## src/rtl/wb_arbiter.sv

```systemverilog
// Writeback arbiter: merges per-cycle results onto register-file write ports.
// Optional pending_mask output enabled by defining WB_ARBITER_PENDING_EN.
module wb_arbiter #(
    parameter int NSRC  = 4,
    parameter int NPORT = 2,
    parameter int DEPTH = 8,
    parameter int DW    = 32,
    parameter int AW    = 5
) (
    input  logic                     clk,
    input  logic                     rstn,
    input  logic                     interlock,
    input  logic [NSRC-1:0]          src_valid,
    input  logic [NSRC*AW-1:0]       src_rt,
    input  logic [NSRC*DW-1:0]       src_data,
    output logic [NPORT-1:0]         wr_en,
    output logic [NPORT*AW-1:0]      wr_addr,
    output logic [NPORT*DW-1:0]      wr_data,
    output logic                     stall_req,
    output logic [$clog2(DEPTH):0]   q_count,
    output logic                     overflow
`ifdef WB_ARBITER_PENDING_EN
    ,
    output logic [2**AW-1:0]         pending_mask
`endif
);

    localparam int PW = $clog2(DEPTH);
    localparam int CW = PW + 1;

    logic [AW-1:0] q_addr [DEPTH];
    logic [DW-1:0] q_data [DEPTH];
    logic [PW-1:0] rd_ptr;
    logic [PW-1:0] wr_ptr;

    int            n_pop;
    int            n_push;
    logic          drop;
    logic [NPORT-1:0] iss_en;
    logic [NPORT-1:0] wen_next;
    logic [AW-1:0] iss_addr [NPORT];
    logic [DW-1:0] iss_data [NPORT];
    logic [NSRC-1:0] push_en;
    logic [PW-1:0] push_idx [NSRC];

    // Queue entries take ports first; sources fill what is left, rest queue up.
    always_comb begin : issue
        int cnt;
        int avail;
        int free;
        int rank;
        int port;
        int j;
        logic [PW-1:0] idx;
        cnt    = int'(q_count);
        n_pop  = (cnt < NPORT) ? cnt : NPORT;
        avail  = NPORT - n_pop;
        free   = DEPTH - cnt + n_pop;
        rank   = 0;
        port   = 0;
        j      = 0;
        idx    = '0;
        n_push = 0;
        drop   = 1'b0;
        iss_en = '0;
        push_en = '0;
        for (int p = 0; p < NPORT; p++) begin
            iss_addr[p] = '0;
            iss_data[p] = '0;
        end
        for (int i = 0; i < NSRC; i++) begin
            push_idx[i] = '0;
        end
        for (int p = 0; p < NPORT; p++) begin
            if (p < n_pop) begin
                idx         = rd_ptr + PW'(p);
                iss_en[p]   = 1'b1;
                iss_addr[p] = q_addr[idx];
                iss_data[p] = q_data[idx];
            end
        end
        for (int i = 0; i < NSRC; i++) begin
            if (src_valid[i]) begin
                if (rank < avail) begin
                    port           = n_pop + rank;
                    iss_en[port]   = 1'b1;
                    iss_addr[port] = src_rt[i*AW +: AW];
                    iss_data[port] = src_data[i*DW +: DW];
                end else begin
                    j = rank - avail;
                    if (j < free) begin
                        push_en[i]  = 1'b1;
                        push_idx[i] = wr_ptr + PW'(j);
                        n_push      = n_push + 1;
                    end else begin
                        drop = 1'b1;
                    end
                end
                rank = rank + 1;
            end
        end
    end

    // A later write to the same register supersedes the earlier one.
    always_comb begin
        wen_next = iss_en;
        for (int p = 0; p < NPORT; p++) begin
            for (int q = p + 1; q < NPORT; q++) begin
                if (iss_en[q] && (iss_addr[q] == iss_addr[p]))
                    wen_next[p] = 1'b0;
            end
        end
    end

    always_ff @(posedge clk or negedge rstn) begin
        if (!rstn) begin
            wr_en    <= '0;
            wr_addr  <= '0;
            wr_data  <= '0;
            rd_ptr   <= '0;
            wr_ptr   <= '0;
            q_count  <= '0;
            overflow <= 1'b0;
        end else if (interlock) begin
            wr_en <= '0;
        end else begin
            wr_en <= wen_next;
            for (int p = 0; p < NPORT; p++) begin
                wr_addr[p*AW +: AW] <= iss_addr[p];
                wr_data[p*DW +: DW] <= iss_data[p];
            end
            rd_ptr   <= rd_ptr + PW'(n_pop);
            wr_ptr   <= wr_ptr + PW'(n_push);
            q_count  <= q_count - CW'(n_pop) + CW'(n_push);
            overflow <= overflow | drop;
        end
    end

    always_ff @(posedge clk) begin
        if (!interlock) begin
            for (int i = 0; i < NSRC; i++) begin
                if (push_en[i]) begin
                    q_addr[push_idx[i]] <= src_rt[i*AW +: AW];
                    q_data[push_idx[i]] <= src_data[i*DW +: DW];
                end
            end
        end
    end

    assign stall_req = (CW'(DEPTH) - q_count) < CW'(NSRC);

`ifdef WB_ARBITER_PENDING_EN
    logic [2**AW-1:0] pend_next;

    // Mirror of the next-cycle queue contents, one bit per register.
    always_comb begin : pend
        logic [PW-1:0] rd_n;
        logic [PW-1:0] off;
        logic [AW-1:0] a;
        int cnt_n;
        pend_next = '0;
        rd_n  = rd_ptr + PW'(n_pop);
        cnt_n = int'(q_count) - n_pop + n_push;
        off   = '0;
        a     = '0;
        for (int k = 0; k < DEPTH; k++) begin
            a = q_addr[k];
            for (int i = 0; i < NSRC; i++) begin
                if (push_en[i] && (push_idx[i] == PW'(k)))
                    a = src_rt[i*AW +: AW];
            end
            off = PW'(k) - rd_n;
            if (int'(off) < cnt_n)
                pend_next[a] = 1'b1;
        end
    end

    always_ff @(posedge clk or negedge rstn) begin
        if (!rstn)
            pending_mask <= '0;
        else if (!interlock)
            pending_mask <= pend_next;
    end
`endif

endmodule
```

## config.mk

```make
export PLATFORM = sky130hd
export DESIGN_NAME = wb_arbiter
export DESIGN_NICKNAME = d
export VERILOG_FILES = /design/src/rtl/wb_arbiter.sv
export SDC_FILE = /design/constraint.sdc
export NUM_CORES = 2
export LEC_CHECK = 0
export ABC_AREA = 1
export CORE_ASPECT_RATIO = 1.75
export CORE_UTILIZATION = 45
export CTS_CLUSTER_SIZE = 30
export DETAILED_ROUTE_END_ITERATION = 8
export SETUP_SLACK_MARGIN = 0.5
export SYNTH_ARGS = -nofsm -noshare
export SYNTH_HDL_FRONTEND = slang
export SYNTH_SLANG_ARGS = --single-unit
```

## constraint.sdc

```tcl
create_clock -name clk -period 11 [get_ports clk]
set_input_delay 1.65 -clock clk [delete_from_list [all_inputs] [get_ports clk]]
set_output_delay 1.65 -clock clk [all_outputs]
set_load 0.02 [all_outputs]
```

==> results.ini <==
[critical_path]
end_kind = flop
critPathSlowestCell = nand2_2
cp.required_ps = 11240
crit_type = flop to flop
cp_common_cell = nand2_1
worst_setup_path_start_kind = flop
cp.arrival_ps = 8880
critPathMaxStageDelay_ps = 710
critPathMaxFanout = 38

[routing]
drtPass1Iterations = 8
drcViolationCount = 0
drtAntennaViolNets = 0
vias = 39230
viasPerCell = 6.248
drtIter0Drc = 4977
routedWlPerCell_um = 26.81
wl_um = 168300

[power]
p_comb_frac = 0.704
peakVddDrop_v = 0.0002981
p_total_mw = 15.04
power_leakage_nw = 17.37
seq_power_share = 0.186
pwr_density_cell_nw_per_um2 = 390.8
internal_power_mw = 6.569
p_switching_mw = 8.466
clockPowerShare = 0.110
p_sw_frac = 0.5631

[clock_tree]
postCtsHoldBufs = 0
clk_latency_ps = 610
cts_made_buffers = 44
cts_root_buf = clkbuf_16
clock_sinks = 383
ctsResizeCount = 0
htree_levels = 2
cts_tree = done
cts_buffer_depth = 3
cts.reportedPaths.clkPinSlew_ps = 70
cts_setup_buffers = 0

[global_routing]
grt_pass1_vias = 36760
grt_max_degree = 192
globalRouteOverflowTotal = 0
track_usage = 0.4271
antenna_found_initial = 2
grt_pass1_wl_um = 241400

[layout]
drive_above_1_share = 0.04368
fin_nets = 5500
area_growth_syn_to_layout_pct = 11.75

[sta]
period_share = 0.7859
rsz0062_at_grt = false
finalClockSkew_ps = 24.82
slew_headroom = 0.02557
layout_setup_ws_ps = 2355
clock.fmax_mhz = 115.7
tns_ps = 0
setup_viol = 0
worst_pin_slew_ps = 1460
hold_viol_final = 0
fin_crit_ps = 8645
maxSlewViolCount = 0

[synth]
synth.most_common_cell = nand2_1
netlist_area_um2 = 34430
synth_edf_count = 296
ys_warn_count = 0
synthArstFlopShare = 0.2272
synth_seq_cells = 383
synth_area_per_cell_um2 = 6.458
yosys-top-cells-count = nand2_1, o21ai_0, nand3_1, inv_1, edfxtp_1
yosys.area.top_type_share = 0.2582
synthDistinctLibCells = 47
yosys.area.top_type = edfxtp_1
synth_cells = 5331
synth-main-ff-cell = edfxtp_1
yosysSeqAreaShare = 0.3214
synth_area_leaders = edfxtp_1, nand2_1, o21ai_0, nand3_1, dfrtp_1

[run_status]
status = finished, final reports clean

[placement]
dp_slack_ps = 2577
port_buffers = 236
dpl.hpwl_um = 102400
place_congestion = 0.9514

[floorplan]
ios = 237
core_um2 = 75380
start_util = 0.4567
die_x_um = 211.1
die-area_um2 = 77660
rows = 133
chipHeight_um = 367.9

[hold_path]
hp-class = flop to flop

[flow_run]
drv_cap = 0

## cells by family (layout without fill, tap and decap cells)
kind of cell / Yosys count / count (layout) / synth area share
AOI/OAI and AO/OA: 1217 / 1217 / 0.1981
DFF: 383 / 383 / 0.3214
adders and majority gates: 113 / 113 / 0.04369
muxes: 28 / 28 / 0.008141
buffers and inverters: 968 / 902 / 0.1131
and+or+nand+nor: 2591 / 2591 / 0.3079
other: 2 / 4 / 0.0002181
xor gates and xnor gates: 29 / 29 / 0.007378
## final timing paths
check | startpoint | endpoint | slack, ps | cells after the start
setup reg to reg | q_count[2] | q_data[2][0] | 2360 | 30
setup / recovery | q_count[2] | q_data[2][0] | 2360 | 30
max in group asynchronous | rstn | wr_data[54] | 8720 | 2
hold reg to reg | wr_data[53] | wr_data[53] | 480 | 2
hold / removal | wr_data[53] | wr_data[53] | 480 | 2
min in group asynchronous | rstn | wr_data[38] | 1040 | 1
## cells in the final DEF (no fill, tap or decap), types with 8 or more instances in the layout
master	count
clkbuf_1	9
nand2_2	19
dfrtp_1	84
nand3_1	574
o311ai_0	21
clkinv_1	37
clkbuf_16	49
nand4_1	21
o221ai_1	53
clkinv_2	8
nor2_1	259
nor3_1	8
nand2_1	1681
xnor2_1	9
o211ai_1	102
nor2_4	8
xor2_1	19
edfxtp_1	296
ha_1	100
a21oi_1	211
inv_2	22
inv_1	442
o22ai_1	8
mux2i_1	28
fa_1	12
clkdlybuf4s50_1	233
o2111ai_1	16
o21ai_1	14
a211oi_1	25
a31oi_1	8
buf_4	83
o21ai_0	740
## worst max-delay path: cells and delay by family (launching register included)
family,cells,cell delay [ps]
and+or+nand+nor,14,2730
adders and majority gates,3,1010
buffers and inverters,10,3160
DFF,1,500
AOI/OAI and AO/OA,3,810
## metrics by stage
stage | std cells | hold WS (ps) | utilization | cell area [um2]
3_3_place_gp | 6197 | 465.6 | 0.4896 | 36910
4_1_cts | 6277 | 486.3 | 0.5102 | 38460
6_report | 6279 | 480.3 | 0.5103 | 38470
3_5_place_dp | 6197 | 471.9 | 0.4896 | 36910
2_1_floorplan | 5332 | 510.3 | - | 34430
5_1_grt | 6278 | 497.9 | 0.5103 | 38470
## layer usage
metal  track usage  up-vias  part of all wire
li1              -    17550                 -
met1        0.4689    17870              0.33
met2        0.6921     2881              0.45
met3        0.1056      923              0.12
met4        0.3544        2             0.098
met5             0        -          0.000053
## power by group through the flow
stage | clock, mW | sequential (mW) | combinational [mW]
after floorplan | 0 | 2.85 | 6.43
after global placement | 0 | 2.80 | 10.1
after detailed placement | 0 | 2.81 | 10.2
after CTS | 1.65 | 2.78 | 10.2
after global routing | 1.70 | 2.84 | 11.4
final | 1.65 | 2.80 | 10.6
## final cells by class
class / count / area [um2]
Inverter: 501 / 1886
Clock buffer: 60 / 1287
Sequential cell: 383 / 11070
Clock inverter: 20 / 261.5
Timing Repair Buffer: 321 / 3023
Multi-Input combinational cell: 3981 / 19670
Antenna cell: 1 / 2.502
Tap cell: 1012 / 1266
Fill cell: 7717 / 36910
## sequential cells by signal (all words and copies together) (netlist names)
name / cells
wr_addr: 10
wr_data: 64
overflow: 1
rd_ptr: 3
q_data: 256
q_addr: 40
wr_ptr: 3
wr_en: 2
q_count: 4
(Power assumes the default switching activity.)
